==> src/rtl/adder_pkg.sv <==
// adder_pkg: shared defaults, segment-width helper and stage payload layout for pipelined_adder
package adder_pkg;
  localparam int DEF_WIDTH = 32;
  localparam int DEF_STAGES = 4;
  function automatic int seg_w(int width, int stages);
    return width / stages;
  endfunction
  typedef struct packed {
    logic [DEF_WIDTH-1:0] a;
    logic [DEF_WIDTH-1:0] b_eff;
    logic [DEF_WIDTH-1:0] psum;
    logic                 carry;
    logic                 a_msb;
    logic                 b_msb;
  } stage_payload_t;
endpackage

==> src/rtl/add_stage.sv <==
// add_stage: one SEG-bit ripple segment at bit offset K*SEG with its payload/valid register; ports: v_i/ld_i in, a/b/s/c in and out, v_o out
module add_stage
  import adder_pkg::*;
#(
  parameter int W   = DEF_WIDTH,
  parameter int SEG = seg_w(DEF_WIDTH, DEF_STAGES),
  parameter int K   = 0
) (
  input  logic         clk,
  input  logic         rst_n,
  input  logic         v_i,
  input  logic         ld_i,
  input  logic [W-1:0] a_i,
  input  logic [W-1:0] b_i,
  input  logic [W-1:0] s_i,
  input  logic         c_i,
  output logic         v_o,
  output logic [W-1:0] a_o,
  output logic [W-1:0] b_o,
  output logic [W-1:0] s_o,
  output logic         c_o
);
  typedef struct packed {
    logic [W-1:0] a;
    logic [W-1:0] b;
    logic [W-1:0] s;
    logic         c;
  } payload_t;
  payload_t p_d, p_q;
  logic v_q;
  logic [SEG:0] seg;
  always_comb begin
    seg = {1'b0, a_i[K*SEG +: SEG]} + {1'b0, b_i[K*SEG +: SEG]} + {{SEG{1'b0}}, c_i};
    p_d = '{a: a_i, b: b_i, s: s_i, c: seg[SEG]};
    p_d.s[K*SEG +: SEG] = seg[SEG-1:0];
  end
  // payload only captured with a real op so a held result never changes under a bubble
  always_ff @(posedge clk or negedge rst_n) begin
    if (!rst_n) begin
      v_q <= 1'b0;
      p_q <= '0;
    end else if (ld_i) begin
      v_q <= v_i;
      if (v_i) p_q <= p_d;
    end
  end
  assign v_o = v_q;
  assign a_o = p_q.a;
  assign b_o = p_q.b;
  assign s_o = p_q.s;
  assign c_o = p_q.c;
endmodule

==> src/rtl/pipelined_adder.sv <==
// pipelined_adder: STAGES-deep add/subtract with valid/ready at both ends; ports clk, rst_n, in_valid/in_ready, a, b, cin, sub, out_valid/out_ready, sum, carry, overflow; define PIPELINED_ADDER_SAT_EN to clamp sum on signed overflow
module pipelined_adder
  import adder_pkg::*;
#(
  parameter int WIDTH  = DEF_WIDTH,
  parameter int STAGES = DEF_STAGES
) (
  input  logic             clk,
  input  logic             rst_n,
  input  logic             in_valid,
  output logic             in_ready,
  input  logic [WIDTH-1:0] a,
  input  logic [WIDTH-1:0] b,
  input  logic             cin,
  input  logic             sub,
  output logic             out_valid,
  input  logic             out_ready,
  output logic [WIDTH-1:0] sum,
  output logic             carry,
  output logic             overflow
);
  localparam int SEG = seg_w(WIDTH, STAGES);
  logic [STAGES:0] v_w, c_w;
  logic [STAGES-1:0] ld_w;
  logic [STAGES:0][WIDTH-1:0] a_w, b_w, s_w;
  logic a_msb, b_msb, unused_bits;
  logic [WIDTH-1:0] raw;
  assign v_w[0] = in_valid;
  assign a_w[0] = a;
  assign b_w[0] = sub ? ~b : b;
  assign c_w[0] = sub | cin;
  assign s_w[0] = '0;
  for (genvar k = 0; k < STAGES; k++) begin : g_stage
    // stage k may load if any register from k to the end is empty (a bubble downstream) or the sink takes the head
    assign ld_w[k] = out_ready | ~&v_w[STAGES:k+1];
    add_stage #(.W(WIDTH), .SEG(SEG), .K(k)) u_stage (
      .clk(clk), .rst_n(rst_n), .v_i(v_w[k]), .ld_i(ld_w[k]),
      .a_i(a_w[k]), .b_i(b_w[k]), .s_i(s_w[k]), .c_i(c_w[k]),
      .v_o(v_w[k+1]), .a_o(a_w[k+1]), .b_o(b_w[k+1]), .s_o(s_w[k+1]), .c_o(c_w[k+1])
    );
  end
  assign in_ready = ld_w[0];
  assign out_valid = v_w[STAGES];
  assign carry = c_w[STAGES];
  assign a_msb = a_w[STAGES][WIDTH-1];
  assign b_msb = b_w[STAGES][WIDTH-1];
  assign raw = s_w[STAGES];
  assign overflow = (a_msb == b_msb) & (raw[WIDTH-1] != a_msb);
  assign unused_bits = ^{a_w[STAGES][WIDTH-2:0], b_w[STAGES][WIDTH-2:0]};
`ifdef PIPELINED_ADDER_SAT_EN
  assign sum = overflow ? {a_msb, {(WIDTH-1){~a_msb}}} : raw;
`else
  assign sum = raw;
`endif
endmodule

==> config.mk <==
export PLATFORM = sky130hd
export DESIGN_NAME = pipelined_adder
export DESIGN_NICKNAME = d
export VERILOG_FILES = /design/src/rtl/adder_pkg.sv /design/src/rtl/add_stage.sv /design/src/rtl/pipelined_adder.sv
export SDC_FILE = /design/constraint.sdc
export NUM_CORES = 1
export LEC_CHECK = 0
export ABC_AREA = 1
export ABC_CLOCK_PERIOD_IN_PS = 2250
export CORE_UTILIZATION = 38
export DETAILED_ROUTE_END_ITERATION = 7
export GPL_ROUTABILITY_DRIVEN = 0
export PLACE_DENSITY = 0.58
export SLEW_MARGIN = 20
export SYNTH_ARGS = -nofsm -noshare
export SYNTH_HDL_FRONTEND = slang
export SYNTH_HIERARCHICAL = 1
export SYNTH_SLANG_ARGS = --single-unit
==> constraint.sdc <==
create_clock -name clk -period 2.25 [get_ports clk]
set_clock_uncertainty 0.15 [all_clocks]
set_input_delay 0.45 -clock clk [delete_from_list [all_inputs] [get_ports clk]]
set_output_delay 0.45 -clock clk [all_outputs]
set_load 0.02 [all_outputs]
# Word-level counts from Yosys, hierarchy flattened
# Index checks and enable logic that the tools add are counted.
# word_totals
ff_bits	344
inputBits	70
out_inout_bits	36
wordCells	49
# op_classes
n_addsub	8
n_eq_ne	2
muxes	1
bitwise	7
reduce_logical	11
# ops
cell	count
$add 8x8->9	4
$add 9x1->9	4
$mux 32	1
$not 32->32	1
$reduce_and 2->1	5
$or 1x1->1	5
$logic_not 1->1	4
$reduce_and 4->1	1
$reduce_and 3->1	1
$and 1x1->1	1
$eq 1x1->1	1
$ne 1x1->1	1

# Logic depth before layout (Yosys ltp)
# depth
word_depth	4
mapped_depth	12

# Modules after synthesis
# Netlist, hierarchy kept.
# modules_own_cells
module	instances	cells_per_inst	area_per_inst_um2	seq_area_each_um2
add_stage at g_stage[1].u_stage ...	2	469	4021.4	2452.4
add_stage at g_stage[3].u_stage	1	470	4023.9	2452.4
add_stage at g_stage[0].u_stage	1	469	4015.1	2452.4
pipelined_adder	1	55	426.7	0.0

# Worst setup path before layout
# No wires, ideal clock.
# synth_timing
path_kind	in2reg
startpoint	in sub
endpoint	reg g_stage[0].u_stage.p_q (netlist bit g_stage[0].u_stage/s_o[6])
setup_time_ns	0.117
t_arrival_ns	2.132
required_ns	1.983
path_slack_ns	-0.149
path_stages	11
n_path_buf	2
path_cell_list	buf_6 buf_12 xor2_1 fa_1 fa_1 nand2_1 nand2_1 nand3b_1 nand3_1 nand3_1 nand2_1
# synth_lines
item	line	rtl
from (decl)	pipelined_adder.sv:15	input logic sub,
to (signal assigned)	add_stage.sv:44	if (v_i) p_q <= p_d;
to (decl)	add_stage.sv:29	payload_t p_d, p_q;

==> results.cfg <==
[status]
status = completed

[worst_setup_path]
cpMaxStageDelayCell = clkdlybuf4s50_1
cp-end-kind = register
cp_max_fo = 2
path_cells = clkdlybuf4s50_1 -> xor2_2 -> fa_2 -> fa_2 -> nand2_2 -> nand2_2 -> buf_4 -> a21oi_1 -> o21ai_1
regToRegEndpoint = g_stage[3].u_stage/s_o[30]
max_stage_delay_ns = 0.44
start_kind = input pin
rrSetupSlack_ns = 0.17
rr_worst_depth = 9
arrival_ns = 2.32
r2r-start = g_stage[2].u_stage/a_o[24]
crit_type = in2reg
crit_required_ns = 2.41

[sta]
timing.fmax_mhz = 463
hold_viol_final = 0
finalCriticalPeriod_ns = 2.16
slew_viol_final = 0
setup_viol = 0
worstMarginPinSlew_ns = 0.777
finalCritPeriodShare = 0.959
slew_headroom = 0.481

[detailed_routing]
drc = 0
drt_iter0_drc = 303
dr.pass1.iters = 4
vias = 6629
ant_nets = 0
wl_per_cell_um = 12.7
via_per_inst = 4.42
wirelength_mm = 19.0

[min_path]
hp-start = g_stage[2].u_stage/s_o[12]
whs_path_depth = 2
hold_class = reg2reg
hold_path_end = g_stage[3].u_stage/s_o[12]

[power]
p_leak_uw = 0.00577
power.internal_uw = 7510
cellPowerDensity_nw_per_um2 = 1050
irDropWorstVdd_v = 0.000421
swShare = 0.338
p_sw_uw = 3840
p_clk_frac = 0.265
p_seq_frac = 0.423
comb_power_share = 0.312

[placement]
io_buffers = 105
dpl-instance-area_um2 = 10200
dp_cells = 1464
hpwl_mm = 13.2

[die]
dieArea_um2 = 23900
die_h_um = 155
rows = 55
ios = 106
die_width_um = 155
start_util = 0.389
core_area_um2 = 22800

[flow_run]
maxCapViolations = 0

[layout]
layout.nets = 1279
stdcell_count = 1499
layout-drive-gt1-share = 0.0607
layout_common_cells = 594 x nand2_1, 186 x dfrtp_1, 99 x clkdlybuf4s50_1, 51 x inv_1, 39 x nand3_1
final_area_um2 = 10900
final_common_cell = nand2_1
diodes = 0
area_delta_synth_final_pct = 22.4

[clocking]
ctsLongestPathBuffers = 2
cts.htree.levels = 4
cts_buffers = 17
cts_tree = yes
clk_pin_slew_ns = 0.07
clkLatencyLatePin_ns = 0.43
cts_sinks = 186
ctsRootBufferMaster = clkbuf_16

[synthesis]
synth_area_um2 = 8860
syn_inst = 1079
avgSynthCellArea_um2 = 8.22
yosys_warnings = 6
syn_nets = 1185

[grt]
overflow = 0
antenna_found_initial = 0
grt_pass1_wl_mm = 32.7
grt_max_degree = 51
grt_pass1_vias = 6603
grtUsageTotal = 0.173
[layer usage]
| metal | track usage | share of wire | vias to the layer above |
|---|---|---|---|
| li1 | - | - | 3472 |
| met1 | 0.229 | 0.49 | 3068 |
| met2 | 0.285 | 0.47 | 72 |
| met3 | 0.0319 | 0.027 | 17 |
| met4 | 0.0585 | 0.014 | 0 |
| met5 | 0 | 0 | - |
[worst max-delay path by stage]
stage / cells past startpoint / start / end / slack [ns]
after detailed placement: 10 / cin / g_stage[0].u_stage/c_o / -0.35
after CTS: 5 / out_ready / in_ready / -0.04
after global placement: 11 / cin / g_stage[0].u_stage/s_o[6] / -0.35
after floorplan: 11 / sub / g_stage[0].u_stage/s_o[6] / -0.03
final: 9 / b[0] / g_stage[0].u_stage/s_o[4] / 0.09
after global routing: 11 / b[0] / g_stage[0].u_stage/s_o[6] / -0.0003
[stage by stage]
stage | hold WS (ns) | util | setup WS [ns] | total power [uW] | setup TNS, ns
detailed placement | 0.263 | 0.449 | -0.350 | 8440 | -1.90
global route | 0.329 | 0.476 | -0.000301 | 12200 | -0.000301
CTS | 0.316 | 0.475 | -0.0448 | 11500 | -0.0448
finish | 0.310 | 0.476 | 0.0915 | 11400 | 0
floorplan | 0.00441 | - | -0.0330 | 7040 | -0.0651
global placement | 0.266 | 0.449 | -0.349 | 8370 | -2.08
[final cells by class]
cell class	instances	area [um2]
clock buffers	24	482
fillers	2278	11900
well taps	313	392
repair buffers	131	1350
clock inverters	8	109
flip-flops and latches	186	4650
multi-input cells	782	3660
inverters	55	206
[state kept, by name (all words and copies together) (netlist names)]
register             flops
g_stage.u_stage/a_o     49
g_stage.u_stage/b_o     49
g_stage.u_stage/c_o      4
g_stage.u_stage/s_o     80
g_stage.u_stage/v_o      4
[power groups by stage]
| stage | clock network [uW] | registers (uW) | logic, uW |
|---|---|---|---|
| 4_1_cts | 3090 | 4820 | 3580 |
| 2_1_floorplan | 0 | 5080 | 1960 |
| 3_5_place_dp | 0 | 4870 | 3570 |
| 6_report | 3010 | 4800 | 3540 |
| 5_1_grt | 3230 | 4930 | 4030 |
| 3_3_place_gp | 0 | 4850 | 3520 |
[critical path, delay by kind of cell]
family                   cells  cell delay, ns
AO/OA/AOI/OAI                2            0.20
XOR/XNOR                     1            0.16
adder cells (fa/ha/maj)      2            0.80
buffers and inverters        2            0.57
AND/OR/NAND/NOR              2            0.14
[what timing repair did]
action	CTS	global route
endpoints found under the hold margin	41	0
pin swaps	0	6
hold buffers	1	0
setup endpoints to repair	2	4
gates resized for setup	3	9
gates cloned	0	0
buffers inserted	0	2
Power figures use the tool's default switching activity.
